### src/rtl/fetch_unit.sv
// Fetch front end: owns the PC, issues 1-cycle-latency imem reads, buffers {inst, pc} for decode.
// Request to inst_valid is 2 cycles; fetch stalls when buffered + in-flight words would exceed the FIFO.
module fetch_unit #(
   parameter logic [31:0] RESET_PC   = 32'h0000_0000,
   parameter int          FIFO_DEPTH = 4
) (
   input  logic        clk,
   input  logic        rst_n,
   output logic        imem_req,
   output logic [31:0] imem_addr,
   input  logic [31:0] imem_rdata,
   input  logic        redirect_valid,
   input  logic [31:0] redirect_pc,
   output logic        inst_valid,
   output logic [31:0] inst_data,
   output logic [31:0] inst_pc,
   input  logic        inst_ready
);

   localparam int          AW       = $clog2(FIFO_DEPTH);
   localparam logic [31:0] START_PC = {RESET_PC[31:2], 2'b00};

   logic [31:0] fetch_pc;
   logic [31:0] req_pc;
   logic        run;
   logic        inflight;

   logic [31:0] buf_data [FIFO_DEPTH];
   logic [31:0] buf_pc   [FIFO_DEPTH];
   logic [AW:0] wr_ptr;
   logic [AW:0] rd_ptr;
   logic [AW:0] occ;
   logic [AW+1:0] committed;
   logic        empty;
   logic        full;
   logic        pop;
   logic        push;
   logic        unused_bits;

   assign unused_bits = ^redirect_pc[1:0];

   assign occ   = wr_ptr - rd_ptr;
   assign empty = (wr_ptr == rd_ptr);
   assign full  = (wr_ptr[AW] != rd_ptr[AW]) && (wr_ptr[AW-1:0] == rd_ptr[AW-1:0]);

   assign inst_valid = ~empty;
   assign inst_data  = empty ? 32'd0 : buf_data[rd_ptr[AW-1:0]];
   assign inst_pc    = empty ? 32'd0 : buf_pc[rd_ptr[AW-1:0]];
   assign pop        = inst_valid & inst_ready;

   // Count the word already in flight so its response always has a free slot.
   assign committed = {1'b0, occ} + {{(AW+1){1'b0}}, inflight} - {{(AW+1){1'b0}}, pop};
   assign imem_req  = run & ~redirect_valid & (committed < (AW+2)'(FIFO_DEPTH));
   assign imem_addr = fetch_pc;

   // A response landing in a redirect cycle belongs to the old stream and is dropped.
   assign push = inflight & ~redirect_valid & ~full;

   always_ff @(posedge clk or negedge rst_n) begin
      if (!rst_n) begin
         fetch_pc <= START_PC;
         req_pc   <= 32'd0;
         run      <= 1'b0;
         inflight <= 1'b0;
         wr_ptr   <= '0;
         rd_ptr   <= '0;
      end else begin
         run      <= 1'b1;
         inflight <= imem_req;
         if (imem_req)
            req_pc <= fetch_pc;

         if (redirect_valid)
            fetch_pc <= {redirect_pc[31:2], 2'b00};
         else if (imem_req)
            fetch_pc <= fetch_pc + 32'd4;

         if (redirect_valid) begin
            rd_ptr <= wr_ptr;
         end else begin
            if (push)
               wr_ptr <= wr_ptr + (AW+1)'(1);
            if (pop)
               rd_ptr <= rd_ptr + (AW+1)'(1);
         end
      end
   end

   always_ff @(posedge clk) begin
      if (push) begin
         buf_data[wr_ptr[AW-1:0]] <= imem_rdata;
         buf_pc[wr_ptr[AW-1:0]]   <= req_pc;
      end
   end

endmodule

### config.mk
export PLATFORM = sky130hd
export DESIGN_NAME = fetch_unit
export DESIGN_NICKNAME = d
export VERILOG_FILES = /design/src/rtl/fetch_unit.sv
export SDC_FILE = /design/constraint.sdc
export NUM_CORES = 1
export LEC_CHECK = 0
export CELL_PAD_IN_SITES_DETAIL_PLACEMENT = 1
export CELL_PAD_IN_SITES_GLOBAL_PLACEMENT = 2
export CORE_MARGIN = 2
export CORE_UTILIZATION = 44
export CTS_CLUSTER_DIAMETER = 80
export DETAILED_ROUTE_END_ITERATION = 12
export PLACE_DENSITY_LB_ADDON = 0.1
export SETUP_SLACK_MARGIN = 0.15
export SKIP_LAST_GASP = 1
export SYNTH_ARGS = -nofsm -noshare
export SYNTH_HDL_FRONTEND = slang
export SYNTH_SLANG_ARGS = --single-unit
### constraint.sdc
create_clock -name clk -period 13.2 [get_ports clk]
set_clock_uncertainty 0.15 [all_clocks]
set_input_delay 3.96 -clock clk [delete_from_list [all_inputs] [get_ports clk]]
set_output_delay 3.96 -clock clk [all_outputs]
set_load 0.05 [all_outputs]
[Word level (Yosys, flattened, before mapping)]
Memory sizes are Yosys's and may differ from the RTL's.
Index checks and enable logic that the tools add are counted.
Storage, ports and cells
  output and inout port bits: 98
  bits in read-only memories: 0
  memories kept: 2
  word-level logic and storage cells: 38
  bits in latches: 0
  memory bits (writable): 256
  register bits: 72
  input bits: 68
Memories
  buf_data: words 4, bits a word 32, rd ports 1, clocked after Yosys merged registers in 0, wr ports 1, RTL line 28  | logic [31:0] buf_data [FIFO_DEPTH];
  buf_pc: words 4, bits a word 32, rd ports 1, clocked after Yosys merged registers in 0, wr ports 1, RTL line 29  | logic [31:0] buf_pc [FIFO_DEPTH];
Cells by class
  eq/ne operators: 3
  $add $sub $neg: 6
  reductions and logical operators: 4
  $mul: 0
  shift-type cells: 0
  bitwise operators: 8
  divide/modulo/power cells: 0
  mux-type cells: 8
  order comparisons: 1
Operator list (count)
  32-bit two-way mux: 4
  32-bit by 3-bit adder with 32-bit output (second input constant): 1
  3-bit by 1-bit adder with 3-bit output (second input constant): 2
  3-bit two-way mux: 2
  1-bit bitwise AND: 5
  3-bit by 1-bit adder with 4-bit output: 1
  4-bit by 3-bit < comparator with 1-bit output (second input constant): 1
  2-bit nonzero test: 2
  4-bit by 1-bit subtractor with 4-bit output: 1
  3-bit equality test: 1
  1-bit NOT: 3
  3-bit subtractor: 1
  2-bit equality test: 1
  1-bit two-way mux: 2
  2-bit AND reduction: 1
  1-bit logical AND: 1
  1-bit != test: 1

[Longest topological paths before layout]
Gate-level depths: netlist of run 1.
  depth after elaboration: 8
  depth in mapped cells: 16
  depth with buffers taken out: 12

[Worst setup path before layout of run 1]
OpenSTA, ideal clock, no wires.
  kind: in2out
  start: input inst_ready
  end: output imem_req
  path slack: 3367 ps
  arrival: 5723 ps
  stages on the path: 8
  buffers on the path: 1
  required time: 9090 ps
  cells stage by stage: and2_1 -> ha_1 -> inv_1 -> ha_1 -> nor3b_1 -> nand2_1 -> o311ai_4 -> buf_4
Between the ends
  cells in the longest elaborated chain, start to end: 4
RTL lines
  from (decl): RTL line 17  | input logic inst_ready
  1-bit bitwise AND: RTL line 49  | assign pop = inst_valid & inst_ready;
  4-bit by 1-bit subtractor with 4-bit output: RTL line 52  | assign committed = {1'b0, occ} + {{(AW+1){1'b0}}, inflight} - {{(AW+1){1'b0}}, pop};
  4-bit by 3-bit < comparator with 1-bit output: RTL line 53  | assign imem_req = run & ~redirect_valid & (committed < (AW+2)'(FIFO_DEPTH));
  1-bit bitwise AND: RTL line 53
  to (decl): RTL line 9  | output logic imem_req,
No other way between the ends.

[Worst setup path after layout of run 1]
Ends and elaborated chain as after synthesis.

==> results.ini, run 1 <==
[run_status]
status = completed

[placement]
post-place-ws_ns = 2.116
gp_congestion = 0.8341
place.detailed.hpwl_mm = 19.36
portBuffers = 159

[floorplan]
dieArea_um2 = 31580
ios = 166
chipWidth_um = 177.7
fp-row-count = 63
die_h_um = 177.7
initial_core_util_pct = 44.79
core-area_um2 = 29640

[power]
leakage_nw = 5.496
swShare_pct = 41.01
intPower_w = 0.002501
power_density_nw_per_um2 = 259.8
power_switching_w = 0.001738
combPwrFrac_pct = 46.7
clockPowerShare_pct = 21.3
vdd_drop_max_mv = 0.1727
seq_power_share_pct = 32.0

[detailed_routing]
via_count = 7716
drt_iter0_markers = 477
ant_nets = 0
viasPerCell = 5.620
first_pass_iters = 5
finalWirelength_mm = 31.61
wl_per_cell_um = 23.02
drc = 0

[synthesis]
post-synth-top-area-cell = edfxtp_1
ys_async_sr_fraction_pct = 21.52
synth-seq-cells = 316
syn_inst = 790
synth_most_common_cell = edfxtp_1
ys_warn_count = 0
synth_edf_count = 248
ys_seq_area_share_pct = 68.91
synth.distinct_cells = 60
synthTopCellsByArea = edfxtp_1 (56%), dfrtp_1 (13%), mux4_2 (11%)
avgSynthCellArea_um2 = 16.81
ys.flop_type = edfxtp_1
netlist.area_leader.share_pct = 56.09
syn-cell-area_um2 = 13280
synth_commonest_cells = edfxtp_1 (248), and2_1 (71), dfrtp_1 (68), mux4_2 (62), mux2_2 (30)

[timing]
finalSetupViolCount = 0
drv_slew = 0
fin_crit_ns = 11.19
fin_setup_tns_ns = 0
hold_viol_final = 0
worst_slack_ns = 2.012
worst_pin_slew_ns = 1.252
slew-limit-headroom_pct = 15.77
fin_crit_sh_pct = 84.76
fmax_ghz = 0.08938
rsz0062_at_grt = false

[cts]
clk_latency_ns = 0.51
clk_pin_slew_ns = 0.05
clock_path_buffers = 3
cts_tree = yes
clock_sinks = 316
cts_root_buf = clkbuf_16
ctsResizeCount = 0
cts_setup_buffers = 0
postCtsHoldBufs = 0
numCtsBuffers = 36
cts-htree-levels = 2

[finish]
regArea_um2 = 9154
nNetsFinal = 1037
diodes = 0
num-fill-cells = 2820
area_delta_synth_final_pct = 22.88
layout-drive-gt1-share_pct = 16.58
multi_input_area_um2 = 3881

[grt]
grt_use_total_pct = 20.64
grt_pass1_wl_mm = 49.25
grt_max_degree = 69
antenna_found_initial = 0
grt_overflow = 0
grt_pass1_vias = 8537

[min_path]
min_from = req_pc[17]$_DFFE_PN0P_
hold_class = reg2reg

[setup_path]
endpoint_kind = output pin
required_ns = 9.09
startpoint_type = input pin
cp_max_fo = 8
crit_type = in2out
worst_ep_arrival_time_ns = 7.08
startpoint = inst_ready
r2r-start = rd_ptr[0]$_DFFE_PN0P_

[run]
drv_cap = 0

## power groups by stage
| stage | combinational (W) | clock, W | sequential (W) |
|---|---|---|---|
| after CTS | 0.00201 | 0.000929 | 0.00136 |
| after detailed placement | 0.00200 | 0 | 0.00138 |
| after global placement | 0.00197 | 0 | 0.00136 |
| after global routing | 0.00210 | 0.000960 | 0.00137 |
| after floorplan | 0.00140 | 0 | 0.00136 |
| final | 0.00198 | 0.000903 | 0.00135 |
## final timing paths
kind	to	slack, ns	depth (start not counted)
max	imem_req	2.01	9
min	buf_pc[3][17]$_DFFE_PP_	0.36	0
max reg2reg	imem_addr[4]$_DFFE_PN0P_	8.22	11
min in group asynchronous	req_pc[11]$_DFFE_PN0P_	3.52	2
max in group asynchronous	rd_ptr[0]$_DFFE_PN0P_	8.69	2
min reg2reg	buf_pc[3][17]$_DFFE_PP_	0.36	0
## cells in the final DEF (no fill, tap or decap), types with 8 or more instances in the layout
cell type,n
nor2b_1,8
nand2_1,27
edfxtp_1,248
o31ai_1,9
buf_4,12
and2_1,67
nand3_1,28
nor2_1,25
dfrtp_1,66
mux4_2,62
clkbuf_16,36
a31oi_1,12
nand4_1,12
ha_1,11
clkdlybuf4s50_1,157
or4_1,11
o21ai_0,8
mux2_2,30
clkbuf_1,12
inv_1,15
## kinds of logic after synthesis
logic type      count (synthesis)  synth area share (%)
flops                         316                 68.91
xor+xnor                        8                0.6314
compound gates                 78                 4.599
other cells                     2               0.05657
fa+ha+maj                      12                 1.187
simple gates                  219                 9.349
mux                            94                 13.21
buf+inv                        61                 2.054
## stage by stage
stage	power [W]	hold slack, ns	std cells	util (%)	instance area [µm²]
after CTS	0.004300	0.3573	1373	55.04	16310
after global placement	0.003327	0.3351	1309	51.47	15250
after floorplan	0.002760	0.3224	793	-	13290
after global routing	0.004439	0.3858	1373	55.04	16310
after detailed placement	0.003378	0.3527	1309	51.47	15250
final	0.004239	0.3649	1373	55.04	16310
## area by class of cell
class,instances,share of cell area (%)
flip-flops and latches,316,56.11
multi-input cells,416,23.79
repair buffers,171,10.25
clock buffers,48,5.798
well taps,390,2.991
clock inverters,16,0.6979
inverters,16,0.3681
## critical path, cell delays in order
cell,delay (ns)
clkdlybuf4s50_1,0.53
and2_1,0.21
ha_1,0.16
inv_1,0.04
ha_1,0.20
nor3b_1,0.39
nand2_1,0.31
o311ai_4,0.38
clkdlybuf4s50_1,0.88
## flip-flops by register name, indices dropped and copies added, names as in the netlist
name       cells
req_pc        30
rd_ptr         3
buf_pc       120
inflight       1
imem_addr     30
wr_ptr         3
buf_data     128
run            1
## metal layers
metal	vias to the layer above	part of all wire, %	global-route usage, %
met5	-	0	0
met4	0	2.6	6.796
met3	47	4.5	3.235
met2	206	49	34.54
met1	4003	43	27.71
li1	3460	-	-
No activity file was read; power rests on OpenSTA's default activity.
==> inputs of run 2 (changes only) <==
--- a/config.mk
+++ b/config.mk
@@ -8,7 +8,7 @@
 export CELL_PAD_IN_SITES_DETAIL_PLACEMENT = 1
 export CELL_PAD_IN_SITES_GLOBAL_PLACEMENT = 2
 export CORE_MARGIN = 2
-export CORE_UTILIZATION = 44
+export CORE_UTILIZATION = 37
 export CTS_CLUSTER_DIAMETER = 80
 export DETAILED_ROUTE_END_ITERATION = 12
 export PLACE_DENSITY_LB_ADDON = 0.1
==> constraint.sdc (replaced) <==
create_clock -name clk -period 9.35 [get_ports clk]
set_clock_uncertainty 0.15 [all_clocks]
set_input_delay 2.805 -clock clk [delete_from_list [all_inputs] [get_ports clk]]
set_output_delay 2.805 -clock clk [all_outputs]
set_load 0.05 [all_outputs]
==> run 2 against run 1 <==
Against the previous run: wire length rose by 2.6%; power rose by 43%; clock power rose by 51%; critical path type unchanged; largest cell class unchanged.
==> results.ini, run 2 (same netlist as run 1, synthesis figures left out) <==
[run_status]
status = completed

[detailed_routing]
first_pass_iters = 5
finalWirelength_mm = 32.42
wl_per_cell_um = 22.53
viasPerCell = 5.390
ant_nets = 0
drt_iter0_markers = 410
drc = 0
via_count = 7756

[setup_path]
endpoint_kind = output pin
worst_ep_arrival_time_ns = 5.88
required_ns = 6.40
crit_type = in2out
rrSetupSlack_ns = 4.57
cp_max_fo = 8
startpoint_type = input pin
r2r_cells = 11

[timing]
fmax_ghz = 0.1131
slew-limit-headroom_pct = 16.18
fin_crit_ns = 8.839
fin_setup_tns_ns = 0
fin_crit_sh_pct = 94.53
worst_pin_slew_ns = 1.246
hold_viol_final = 0
drv_slew = 0
finalSetupViolCount = 0
rsz0062_at_grt = false

[power]
power.total_w = 0.006075
power_density_nw_per_um2 = 369.2
leakage_nw = 5.512
vdd_drop_max_mv = 0.2731

[finish]
nNetsFinal = 1031
layout-drive-gt1-share_pct = 16.97
regArea_um2 = 9156
largest_register_ffs = 128
final_common_cell = edfxtp_1
final_cell_mix = edfxtp_1 (248), clkdlybuf4s50_1 (157), and2_1 (67), dfrtp_1 (66), mux4_2 (62)
multi_input_area_um2 = 3881
num-fill-cells = 3411
area_delta_synth_final_pct = 23.94
stdcell_area_um2 = 16450
diodes = 0
final_cells = 1439

[floorplan]
die_h_um = 193.4
fp-row-count = 69
ios = 166
core-area_um2 = 35480
dieArea_um2 = 37410
chipWidth_um = 193.4
initial_core_util_pct = 37.42

[grt]
antenna_found_initial = 0
grt_pass1_wl_mm = 50.90
grt_overflow = 0
grt_use_total_pct = 17.59
grt_max_degree = 69
grt_pass1_vias = 8559

[cts]
postCtsHoldBufs = 0
cts_root_buf = clkbuf_16
cts_setup_buffers = 0
numCtsBuffers = 35
clock_sinks = 316
clk_pin_slew_ns = 0.05
clock_path_buffers = 3
clk_latency_ns = 0.52
cts-htree-levels = 2
ctsResizeCount = 0
cts_tree = yes

[min_path]
holdPathStages = 0
hold_class = reg2reg

[run]
drv_cap = 0

[placement]
gp_congestion = 0.8632
portBuffers = 159
place.detailed.hpwl_mm = 19.70
dp.cells = 1375
place_area_um2 = 15310

==> run 2: cell type report <==
class | instances | area share (%)
Timing Repair Buffer | 166 | 9.931
Inverter | 16 | 0.3650
Clock inverter | 22 | 1.293
Multi-Input combinational cell | 416 | 23.59
Tap cell | 461 | 3.505
Sequential cell | 316 | 55.65
Clock buffer | 42 | 5.673
==> run 2: critical path, stage by stage <==
cell and delay [ns]:
clkdlybuf4s50_1 0.51, and2_1 0.22, ha_1 0.17, inv_1 0.04
ha_1 0.21, nor3b_1 0.31, nand2_1 0.29, o311ai_4 0.45
clkdlybuf4s50_1 0.88
==> run 2: final timing paths <==
kind                                             start                        to
worst max-delay path                        inst_ready                  imem_req
worst min-delay path            req_pc[23]$_DFFE_PN0P_   buf_pc[1][23]$_DFFE_PP_
worst max register to register   rd_ptr[0]$_DFFE_PN0P_  imem_addr[9]$_DFFE_PN0P_
worst min register to register  req_pc[23]$_DFFE_PN0P_   buf_pc[1][23]$_DFFE_PP_
max in group asynchronous                        rst_n     rd_ptr[0]$_DFFE_PN0P_
min in group asynchronous                        rst_n     req_pc[4]$_DFFE_PN0P_
==> run 2: per-stage QoR <==
stage          util (%)  setup slack, ns  hold WS [ns]
3_3_place_gp      43.14           0.5863        0.3338
3_5_place_dp      43.14           0.5312        0.3576
5_1_grt           46.37           0.3203        0.3938
6_report          46.37           0.5114        0.3652
2_1_floorplan         -            1.827        0.3224
4_1_cts           46.37           0.5155        0.3644
==> run 2: where the power goes <==
group	internal, W	switching, W
clock network	0.000803	0.000559
registers	0.00173	0.000177
logic	0.00106	0.00175
==> run 2: metal layers <==
layer	part of all wire, %	GRT usage, %	wire length [µm]
met3	4.9	3.103	1599
met1	45	24.04	14670
met5	0	0	0
met2	48	29.10	15560
met4	1.8	4.778	589
==> inputs of run 3 (changes only) <==
--- a/config.mk
+++ b/config.mk
@@ -7,6 +7,7 @@
 export LEC_CHECK = 0
 export CELL_PAD_IN_SITES_DETAIL_PLACEMENT = 1
 export CELL_PAD_IN_SITES_GLOBAL_PLACEMENT = 2
+export CORE_ASPECT_RATIO = 0.7
 export CORE_MARGIN = 2
 export CORE_UTILIZATION = 37
 export CTS_CLUSTER_DIAMETER = 80
==> run 3 against run 2 <==
Against the previous run: first-iteration DRC count grew 18%; wire length rose by 5.9%; flip-flop and latch count unchanged; register-to-register slack got worse by 0.16 ns; fmax is 6.5% higher; via count increased by 0.41%; critical path type unchanged; combinational power about the same; worst hold slack lost 0.0018 ns; sequential power about the same.
==> results.ini, run 3 (same netlist as run 1, synthesis figures left out) <==
[power]
power_density_nw_per_um2 = 366.3
leakage_nw = 5.491
seq_power_share_pct = 32.2
vdd_drop_max_mv = 0.2336
intPower_w = 0.003520
combPwrFrac_pct = 46.4
clockPowerShare_pct = 21.4
swShare_pct = 41.49
power_switching_w = 0.002496

[detailed_routing]
m1WireLength_mm = 15.39
ant_nets = 0
first_pass_iters = 4
routed.top_layer = met4
viasPerCell = 5.334
route.met3.wl_mm = 1.446
drt_iter0_markers = 483
dr_wl_met2_mm = 16.52
wl_per_cell_um = 23.52
via_count = 7788
drc = 0
finalWirelength_mm = 34.34

[cts]
postCtsHoldBufs = 0
clk_latency_ns = 0.53
cts_root_buf = clkbuf_16
clk_pin_slew_ns = 0.06
ctsResizeCount = 0
cts-htree-levels = 2
clock_sinks = 316
cts_tree = yes
clock_path_buffers = 3
numCtsBuffers = 34
cts_setup_buffers = 0

[timing]
drv_slew = 0
fin_setup_tns_ns = 0
finalSetupViolCount = 0
hold_slack_ns = 0.3634
fin_crit_ns = 8.302
rsz0062_at_grt = false
fmax_ghz = 0.1205
fin_crit_sh_pct = 88.79
hold_viol_final = 0
worst_pin_slew_ns = 1.108
slew-limit-headroom_pct = 25.47

[placement]
place_area_um2 = 15360
portBuffers = 159
place.detailed.hpwl_mm = 21.91
gp_congestion = 0.7883

[floorplan]
ios = 166
initial_core_util_pct = 37.26
chipWidth_um = 230.4
core-area_um2 = 35630
fp-row-count = 58
dieArea_um2 = 37440
die_h_um = 162.5

[run_status]
status = completed

[setup_path]
r2r-end = req_pc[8]$_DFFE_PN0P_
startpoint = inst_ready
crit_type = in2out
crit_chain = clkdlybuf4s50_1 -> and2_1 -> ha_1 -> inv_1 -> ha_1 -> nor3b_1 -> nand2_1 -> o311ai_4 -> buf_4
required_ns = 6.40
worst_ep_arrival_time_ns = 5.35
endpoint_kind = output pin
cp_max_fo = 8
cpPeakStageDelay_ns = 0.52
r2r_cells = 11
slowest_stage = clkdlybuf4s50_1
path_common_cell = ha_1
rrSetupSlack_ns = 4.41
startpoint_type = input pin
r2r-start = rd_ptr[0]$_DFFE_PN0P_

[min_path]
min_from = req_pc[19]$_DFFE_PN0P_
holdPathEnd = buf_pc[3][19]$_DFFE_PP_
holdPathStages = 0
hold_class = reg2reg

[grt]
grt_pass1_wl_mm = 52.76
grt_max_degree = 66
grt_pass1_vias = 8740
antenna_found_initial = 1
grt_overflow = 0
grt_use_total_pct = 18.71

[finish]
nNetsFinal = 1034
final_cell_mix = edfxtp_1 (248), clkdlybuf4s50_1 (156), and2_1 (67), dfrtp_1 (66), mux4_2 (62)
largest_register_ffs = 128
area_delta_synth_final_pct = 23.71
num-fill-cells = 3406
final_common_cell = edfxtp_1
layout-drive-gt1-share_pct = 17.26
stdcell_area_um2 = 16420

[run]
drv_cap = 0

run 3: cell count changes in the layout (fill, tap and decap cells not counted), sizes merged:
cell,change
clkinv,-6
bufinv,-2
clkbuf,+3
diode,+1
clkdlybuf4s50,-1
clkinvlp,+1
buf,+5
inv,+1
run 3: layout make-up:
| class | instances | area (µm²) | share of cell area [%] |
|---|---|---|---|
| Inverter | 16 | 60.06 | 0.3657 |
| Timing Repair Buffer | 170 | 1664 | 10.13 |
| Multi-Input combinational cell | 416 | 3887 | 23.67 |
| Tap cell | 480 | 600.6 | 3.657 |
| Antenna cell | 1 | 2.502 | 0.01524 |
| Clock buffer | 45 | 933.4 | 5.683 |
| Sequential cell | 316 | 9156 | 55.75 |
| Clock inverter | 16 | 120.1 | 0.7313 |
run 3: routing by layer:
metal	vias to the layer above	global-route usage, %
met2	159	30.50
met4	0	6.452
met3	56	3.571
met1	4116	25.30
met5	-	0
li1	3457	-
run 3: worst max-delay path, delay by kind of cell:
family / cells / cell delay, ns
buffers and inverters: 3 / 0.83
AOI/OAI and AO/OA: 1 / 0.43
and+or+nand+nor: 3 / 0.89
adders and majority gates: 2 / 0.38
run 3: how the worst max path moves through the flow:
| stage | to | slack [ns] | cells past startpoint |
|---|---|---|---|
| global placement | imem_req | 1.21 | 9 |
| floorplan | imem_req | 1.83 | 8 |
| global route | imem_req | 0.92 | 9 |
| CTS | imem_req | 1.09 | 9 |
| detailed placement | imem_req | 1.11 | 9 |
| finish | imem_req | 1.05 | 9 |
run 3: power groups by stage:
stage / clock network, W / logic (W) / registers, W
2_1_floorplan: 0 / 0.00198 / 0.00192
3_3_place_gp: 0 / 0.00279 / 0.00195
3_5_place_dp: 0 / 0.00283 / 0.00197
4_1_cts: 0.00133 / 0.00284 / 0.00194
5_1_grt: 0.00138 / 0.00296 / 0.00197
6_report: 0.00129 / 0.00279 / 0.00194
run 3: through the flow:
step,setup slack [ns],util [%],power [W],cells
after floorplan,1.827,-,0.003897,793
after global placement,1.211,43.11,0.004736,1398
after detailed placement,1.111,43.11,0.004797,1398
after CTS,1.089,46.07,0.006109,1459
after global routing,0.9212,46.10,0.006309,1460
final,1.048,46.10,0.006015,1460
